File: config.mk
export PLATFORM = sky130hd
export DESIGN_NAME = hazard_ctrl
export DESIGN_NICKNAME = d
export VERILOG_FILES = /design/src/rtl/hazard_pkg.sv /design/src/rtl/hz_scoreboard.sv /design/src/rtl/hazard_ctrl.sv
export SDC_FILE = /design/constraint.sdc
export NUM_CORES = 1
export LEC_CHECK = 0
export CELL_PAD_IN_SITES_DETAIL_PLACEMENT = 1
export CELL_PAD_IN_SITES_GLOBAL_PLACEMENT = 2
export CORE_ASPECT_RATIO = 1.1
export CORE_UTILIZATION = 25
export DETAILED_ROUTE_END_ITERATION = 8
export PLACE_DENSITY = 0.78
export SYNTH_ARGS = -nofsm -noshare
export SYNTH_HDL_FRONTEND = slang
export SYNTH_SLANG_ARGS = --single-unit
File: constraint.sdc
create_clock -name clk -period 2.9 [get_ports clk]
set_input_delay 0.58 -clock clk [delete_from_list [all_inputs] [get_ports clk]]
set_output_delay 0.58 -clock clk [all_outputs]
set_load 0.05 [all_outputs]
File: src/rtl/hazard_pkg.sv
// rtl/hazard_pkg.sv - shared types, widths and mode constants for the hazard controller
package hazard_pkg;

  localparam int RD_MAX_W    = 8;
  localparam int FWD_NONE    = 0;
  localparam int FWD_LOADUSE = 1;

  // rd is sized for the widest supported register file; narrower addresses are zero-extended
  typedef struct packed {
    logic                vld;
    logic [RD_MAX_W-1:0] rd;
    logic                wr;
    logic                ld;
  } sb_entry_t;

  function automatic int sq_cnt_w(input int br_squash);
    int w;
    w = $clog2(br_squash + 1);
    return (w < 1) ? 1 : w;
  endfunction

endpackage

File: src/rtl/hz_scoreboard.sv
// rtl/hz_scoreboard.sv - in-flight write shift register and per-entry RAW match vector
module hz_scoreboard
  import hazard_pkg::*;
#(
  parameter int REG_AW  = 3,
  parameter int NUM_STG = 2,
  parameter int ZERO_HW = 0
) (
  input  logic               clk,
  input  logic               rst_n,
  input  logic               shift_en,
  input  logic               push,
  input  logic [REG_AW-1:0]  id_rs,
  input  logic [REG_AW-1:0]  id_rt,
  input  logic               id_rs_used,
  input  logic               id_rt_used,
  input  logic [REG_AW-1:0]  id_rd,
  input  logic               id_regwrt,
  input  logic               id_is_load,
  output logic [NUM_STG-1:0] haz_vec,
  output logic               ent0_ld
);

  sb_entry_t [NUM_STG-1:0] sb_q, sb_d;
  sb_entry_t               new_ent;
  logic                    rs_chk, rt_chk;

  always_comb begin
    new_ent = '0;
    if (push) begin
      new_ent.vld = 1'b1;
      new_ent.rd  = RD_MAX_W'(id_rd);
      new_ent.wr  = id_regwrt;
      new_ent.ld  = id_is_load;
    end
    sb_d = sb_q;
    if (shift_en) begin
      sb_d[0] = new_ent;
      for (int k = 1; k < NUM_STG; k++) begin
        sb_d[k] = sb_q[k-1];
      end
    end
  end

  // a hardwired zero register can never carry a true dependency
  always_comb begin
    rs_chk = id_rs_used && !((ZERO_HW != 0) && (id_rs == '0));
    rt_chk = id_rt_used && !((ZERO_HW != 0) && (id_rt == '0));
    for (int k = 0; k < NUM_STG; k++) begin
      haz_vec[k] = sb_q[k].vld && sb_q[k].wr &&
                   ((rs_chk && (sb_q[k].rd == RD_MAX_W'(id_rs))) ||
                    (rt_chk && (sb_q[k].rd == RD_MAX_W'(id_rt))));
    end
    ent0_ld = sb_q[0].ld;
  end

  always_ff @(posedge clk or negedge rst_n) begin
    if (!rst_n) begin
      sb_q <= '0;
    end else begin
      sb_q <= sb_d;
    end
  end

endmodule

File: src/rtl/hazard_ctrl.sv
// rtl/hazard_ctrl.sv - stall/bubble/squash priority logic with squash and stall counters
module hazard_ctrl
  import hazard_pkg::*;
#(
  parameter int REG_AW    = 3,
  parameter int NUM_STG   = 2,
  parameter int FWD_EN    = 0,
  parameter int BR_SQUASH = 1,
  parameter int ZERO_HW   = 0,
  parameter int CNT_W     = 16
) (
  input  logic              clk,
  input  logic              rst_n,
  input  logic              id_valid,
  input  logic [REG_AW-1:0] id_rs,
  input  logic [REG_AW-1:0] id_rt,
  input  logic              id_rs_used,
  input  logic              id_rt_used,
  input  logic [REG_AW-1:0] id_rd,
  input  logic              id_regwrt,
  input  logic              id_is_load,
  input  logic              id_xfer,
  input  logic              freeze,
  input  logic              cnt_clr,
  output logic              stall,
  output logic              bubble,
  output logic              flush_if,
  output logic              issue,
  output logic [CNT_W-1:0]  stall_cnt
);

  localparam int              SQ_W    = sq_cnt_w(BR_SQUASH);
  localparam logic [SQ_W-1:0] SQ_LOAD = SQ_W'(BR_SQUASH);

  logic [NUM_STG-1:0] haz_vec;
  logic               ent0_ld;
  logic               squashing, data_haz;
  logic [SQ_W-1:0]    sq_cnt_q, sq_cnt_d;
  logic [CNT_W-1:0]   stall_cnt_q, stall_cnt_d;

  hz_scoreboard #(
    .REG_AW  (REG_AW),
    .NUM_STG (NUM_STG),
    .ZERO_HW (ZERO_HW)
  ) u_sb (
    .clk        (clk),
    .rst_n      (rst_n),
    .shift_en   (!freeze),
    .push       (issue),
    .id_rs      (id_rs),
    .id_rt      (id_rt),
    .id_rs_used (id_rs_used),
    .id_rt_used (id_rt_used),
    .id_rd      (id_rd),
    .id_regwrt  (id_regwrt),
    .id_is_load (id_is_load),
    .haz_vec    (haz_vec),
    .ent0_ld    (ent0_ld)
  );

  always_comb begin
    squashing = (sq_cnt_q != '0);
    data_haz  = 1'b0;
    if (id_valid && !squashing) begin
      if (FWD_EN == FWD_LOADUSE) data_haz = haz_vec[0] && ent0_ld;
      else                       data_haz = |haz_vec;
    end
    stall    = data_haz || freeze;
    bubble   = (data_haz || squashing) && !freeze;
    issue    = id_valid && !data_haz && !squashing && !freeze;
    flush_if = squashing && !freeze;
  end

  // freeze holds every counter; a transfer only arms the window once it actually issues
  always_comb begin
    sq_cnt_d    = sq_cnt_q;
    stall_cnt_d = stall_cnt_q;
    if (!freeze) begin
      if (issue && id_xfer) sq_cnt_d = SQ_LOAD;
      else if (squashing)   sq_cnt_d = sq_cnt_q - SQ_W'(1);
      if (cnt_clr)                                  stall_cnt_d = '0;
      else if (data_haz && (stall_cnt_q != '1))     stall_cnt_d = stall_cnt_q + CNT_W'(1);
    end
  end

  always_ff @(posedge clk or negedge rst_n) begin
    if (!rst_n) begin
      sq_cnt_q    <= '0;
      stall_cnt_q <= '0;
    end else begin
      sq_cnt_q    <= sq_cnt_d;
      stall_cnt_q <= stall_cnt_d;
    end
  end

  assign stall_cnt = stall_cnt_q;

endmodule

==> impl_metrics.yaml, run 1 <==
timing:
  rsz0062_at_grt: "false"
  tightest_slew_ns: 0.526
  hold_viol_final: 0
  period_share: 0.945
  maxSlewHeadroom: 0.648
  timing.final.crit_period_ns: 2.74
  hold_slack_ns: 0.511
  fmax_mhz: 365
  setup_ws_ns: 0.159
  finClkSkew_ns: 0.00486
  setup_viol: 0
  tns_ns: 0
  maxSlewViolCount: 0
yosys:
  synth_cell_types: 42
  yosysWarnings: 0
  syn_nets: 184
  netlist_instances: 164
  ys_seq_elements: 27
  avgSynthCellArea_um2: 9.62
  synth_ff_type: "dfrtp_1"
  synth-seq-area-share: 0.428
  synth_edf_count: 0
  synth_area_um2: 1580
  synth_async_sr_flop_share: 1.00
route:
  drt_iter0_markers: 27
  wl_per_cell_um: 15.7
  ant_nets: 0
  vias: 1497
  drt_wl_total_um: 4510
  drt_pass1_iterations: 4
  post_drt_via_cell_ratio: 5.22
  drc: 0
global_route:
  grt_max_degree: 28
  antenna_found_initial: 0
  first_global_vias: 1564
  gr-usage-all-layers: 0.145
  grt-ovfl-total: 0
  grt_pass1_wl_um: 7670
floorplan:
  die_x_um: 77.7
  dieHeight_um: 85.3
  rows: 30
  die_area_um2: 6630
  initial_core_util: 0.258
  core_region_area_um2: 6120
  ios: 39
place:
  pre_cts_slack_ns: 0.148
  gp_congestion: 0.792
  place.detailed.hpwl_um: 3340
  port_buffers: 37
worst_setup_path:
  cp_max_fo: 4
  crit_arrival_ns: 2.16
  critPathCaptureType: "output port"
  path_class: "in -> out"
  cp_top_family: "buffers and inverters"
  cp_cell_sequence: "clkdlybuf4s50_1 > xnor2_1 > nand4_1 > a21oi_2 > nor2_1 > o21bai_1 > buf_12"
  crit_slowest_cell: "clkdlybuf4s50_1"
  path_buf_inv: 2
  critPathRequiredTime_ns: 2.32
  critPathMaxStageDelay_ns: 0.46
  startpoint_type: "primary input"
layout:
  antenna_cells: 0
  syn2layout_area_growth_pct: 38.2
  mostFrequentLayoutCells: "clkdlybuf4s50_1, dfrtp_1, xnor2_1, nand2_1, nor2_1"
  final_common_cell: "clkdlybuf4s50_1"
  drive_gt1_frac: 0.135
  fin_util: 0.356
  fin_nets: 228
clocking:
  max-clock-path-buffers: 2
  clk_pin_slew_ns: 0.09
  clk_latency_ns: 0.27
  cts_setup_buffers: 0
  clockRootBuffer: "clkbuf_8"
  tritoncts.num_buffers: 3
  cts_num_sinks: 27
  postCtsResizedCells: 0
  hold_buffers: 0
  htree_levels: 1
  cts_tree: "yes"
flow_run:
  cap_violations: 0
pwr:
  p_per_area_nw_per_um2: 397
  vdd_drop_max_v: 0.000160
  p_leak_nw: 0.803
worst_hold_path:
  worstHoldPathType: "reg -> reg"
run_status:
  status: "finished, final reports clean"
-- where the power goes --
| group | switching [mW] | leakage [nW] | internal, mW |
|---|---|---|---|
| Sequential | 0.0339 | 0.363 | 0.403 |
| Clock | 0.114 | 0.0228 | 0.0983 |
| Combinational | 0.116 | 0.418 | 0.102 |
-- synthesized netlist by cell type, types with 3 or more instances --
library cell | count | area, µm²
dfrtp_1 | 27 | 676
nand2_1 | 12 | 45.0
xnor2_1 | 12 | 105
nor2_1 | 10 | 37.5
nand3_1 | 9 | 45.0
nand4_1 | 9 | 56.3
nor3_1 | 6 | 30.0
or4_1 | 6 | 45.0
a21oi_1 | 5 | 25.0
a22o_1 | 5 | 43.8
mux2_2 | 5 | 56.3
o211ai_1 | 5 | 37.5
inv_1 | 4 | 15.0
and4_1 | 3 | 26.3
clkbuf_1 | 3 | 11.3
nand2b_1 | 3 | 18.8
nor2b_1 | 3 | 18.8
o311ai_0 | 3 | 26.3
o31ai_1 | 3 | 22.5
or3_1 | 3 | 18.8
-- final timing paths --
kind	start	to	slack, ns	depth (start not counted)
setup / recovery	id_rs[2]	stall	0.16	7
hold / removal	u_sb.sb_q[10]$_DFFE_PN0N_	u_sb.sb_q[10]$_DFFE_PN0N_	0.51	1
setup reg to reg	stall_cnt[0]$_DFFE_PN0P_	stall_cnt[6]$_DFFE_PN0P_	0.60	7
hold reg to reg	u_sb.sb_q[10]$_DFFE_PN0N_	u_sb.sb_q[10]$_DFFE_PN0N_	0.51	1
max in group asynchronous	rst_n	stall_cnt[3]$_DFFE_PN0P_	1.95	2
min in group asynchronous	rst_n	u_sb.sb_q[15]$_DFFE_PN0N_	0.69	2
-- per-layer routing --
metal  vias up  global-route usage  routed length, µm
met5         -                   0                  0
met4         0              0.0429                 56
met3         6              0.0183                178
met2        34               0.266               2260
met1       742               0.176               2010
li1        715                   -                  -
-- through the flow --
step / std cells / total power [mW] / area (µm²)
3_5_place_dp: 283 / 0.665 / 2140
6_report: 287 / 0.866 / 2180
3_3_place_gp: 283 / 0.660 / 2140
4_1_cts: 287 / 0.889 / 2180
5_1_grt: 287 / 0.914 / 2180
2_1_floorplan: 164 / 0.560 / 1580
-- cell families (layout without fill, tap and decap cells) --
kind of cell	count (synthesis)	after routing	share of synthesized area
flip-flops	27	27	0.428
multiplexers	5	5	0.0357
XOR/XNOR	12	12	0.0666
buffers and inverters	11	54	0.0301
AO/OA/AOI/OAI	36	36	0.174
adder cells (fa/ha/maj)	1	1	0.00793
AND/OR/NAND/NOR	72	72	0.257
-- flip-flops by register name, summed over array words and instances (netlist names) --
signal     count
u_sb.sb_q     10
stall_cnt     16
sq_cnt_q       1
-- area by class of cell --
| class | instances | area, µm² |
|---|---|---|
| tap | 80 | 100 |
| clock buffer | 4 | 45.0 |
| fill | 711 | 3940 |
| multi-input combinational | 126 | 855 |
| timing repair buffer | 46 | 490 |
| sequential | 27 | 676 |
| inverter | 4 | 15.0 |
Power figures use the tool's default switching activity.
==> run 2: changes to the inputs <==
--- a/config.mk
+++ b/config.mk
@@ -9,6 +9,7 @@
 export CELL_PAD_IN_SITES_GLOBAL_PLACEMENT = 2
 export CORE_ASPECT_RATIO = 1.1
 export CORE_UTILIZATION = 25
+export CTS_CLUSTER_DIAMETER = 150
 export DETAILED_ROUTE_END_ITERATION = 8
 export PLACE_DENSITY = 0.78
 export SYNTH_ARGS = -nofsm -noshare
==> results of run 2 <==
No change in the layout: final DEF, timing and power equal those of run 1.
==> RTL edit (flow settings as in run 1) <==
The parameter `FWD_EN` goes from 0 to 1.
--- a/src/rtl/hazard_ctrl.sv
+++ b/src/rtl/hazard_ctrl.sv
@@ -6,3 +6,3 @@
   parameter int NUM_STG   = 2,
-  parameter int FWD_EN    = 0,
+  parameter int FWD_EN    = 1,
   parameter int BR_SQUASH = 1,
Function: changed (a bounded check fails within 4 cycles, from zero or initial values and one cycle with rst_n low).
==> RTL edit against run 1 <==
Total power decreased by 20%. Final area decreased by 2.4%. Global-route usage increased by 0.18 points. Via count decreased by 3.4%. Largest power group unchanged. Sequential cell count decreased by 4. Area after synthesis decreased by 1.1%. Worst setup slack improved by 120 ps. Wire length decreased by 0.67%.
==> RTL edit: results (changes against run 1) <==
Routing
  – Via density: 5.056 (was 5.216)
  – DRT iter0 DRCs: 46 (was 27)
  – TritonRoute pass-1 iters: 3 (was 4)
  – Routed WL: 4.477 mm (was 4.507 mm)

Synthesis
  – Post-synthesis xor/xnor area fraction: 3.849% (was 6.661%)
  – Syn_area_per_cell: 9.232 µm² (was 9.621 µm²)
  – Post-synthesis adder-cell area fraction: 0.8019% (was 0.7930%)
  – Sequential share of the synthesized area: 36.89% (was 42.82%)
  – Synth Area in Compound Gates: 20.29% (was 17.45%)
  – Mux contribution to synthesized area: 4.170% (was 3.569%)
  – Mapped Nets: 189 (was 184)

GRT
  – Largest net degree at the start of global routing: 24 (was 28)
  – GRT Total Usage: 14.72% (was 14.54%)
  – Vias in the first global route: 1,507 (was 1,564)

Placement
  – IO Port Bufs: 38 (was 37)
  – DPL Wire Length: 3.329 mm (was 3.343 mm)
  – Setup WS pre-CTS: 271.5 ps (was 147.9 ps)
  – Area after DPL: 0.002083 mm² (was 0.002136 mm²)

Finish
  – Final-stage net count: 230 (was 228)
  – Fill cells: 688 (was 711)
  – Share of cells above drive strength 1: 15.31% (was 13.53%)
  – Layout Cells excl Fill: 286 (was 287)
  – Reg area: 575.6 µm² (was 675.6 µm²)

Status
  – Status: completed (unchanged)

Timing
  – Worst Skew: 3.867 ps (was 4.859 ps)
  – Minimum hold slack: 516.3 ps (was 510.8 ps)

Power
  – VDD IR-drop max: 0.0001450 V (was 0.0001595 V)

Setup path
  – Crit path max fanout: 3 (was 4)
  – Largest stage delay, worst path: 440 ps (was 460 ps)
  – Flop2flop setup slack: 810 ps (was 600 ps)
[RTL edit: changes by cell type after synthesis, moves of 6 or more]
cell | run 1 | this run
or4_1 | 6 | 0
nand4_1 | 9 | 2
xnor2_1 | 12 | 5
o21ai_0 | 1 | 7
[RTL edit: layer usage]
metal,vias to the layer above,GRT usage [%],wire length [µm]
li1,710,-,-
met1,704,19.41,2158
met2,28,24.14,2148
met3,4,1.935,104
met4,0,6.175,65
met5,-,0,0
[RTL edit: power by group]
part | switching [mW] | internal, mW | total [mW]
logic | 0.0707 | 0.0674 | 0.138
registers | 0.0126 | 0.332 | 0.344
clock network | 0.112 | 0.0985 | 0.210
[RTL edit: area by class of cell]
class / count / area share, %
multi-input combinational: 132 / 43.03
sequential: 23 / 27.04
timing repair buffer: 46 / 22.57
tap: 77 / 4.527
clock buffer: 4 / 2.116
inverter: 4 / 0.7055
[RTL edit: final timing paths]
path                                    start            end  cells past startpoint
worst max-delay path                 id_rt[0]          issue                      6
worst min-delay path            u_sb.sb_q[10]  u_sb.sb_q[10]                      1
worst max register to register   stall_cnt[0]  stall_cnt[11]                      7
worst min register to register  u_sb.sb_q[10]  u_sb.sb_q[10]                      1
max in group asynchronous               rst_n   stall_cnt[5]                      2
min in group asynchronous               rst_n  stall_cnt[11]                      2
[RTL edit: worst reg2reg max path: stages (launching register included)]
cell	delay [ps]
dfrtp_1	440
ha_1	250
nand3_1	170
nor3_2	320
a221oi_4	120
buf_4	190
or3b_2	440
nand3_1	100
[RTL edit: cell families (layout without fill, tap and decap cells)]
| logic type | after synthesis | in the layout |
|---|---|---|
| compound gates | 38 | 38 |
| xor+xnor | 6 | 6 |
| fa+ha+maj | 1 | 1 |
| buf+inv | 14 | 54 |
| flops | 23 | 23 |
| mux | 6 | 6 |
| simple gates | 81 | 81 |
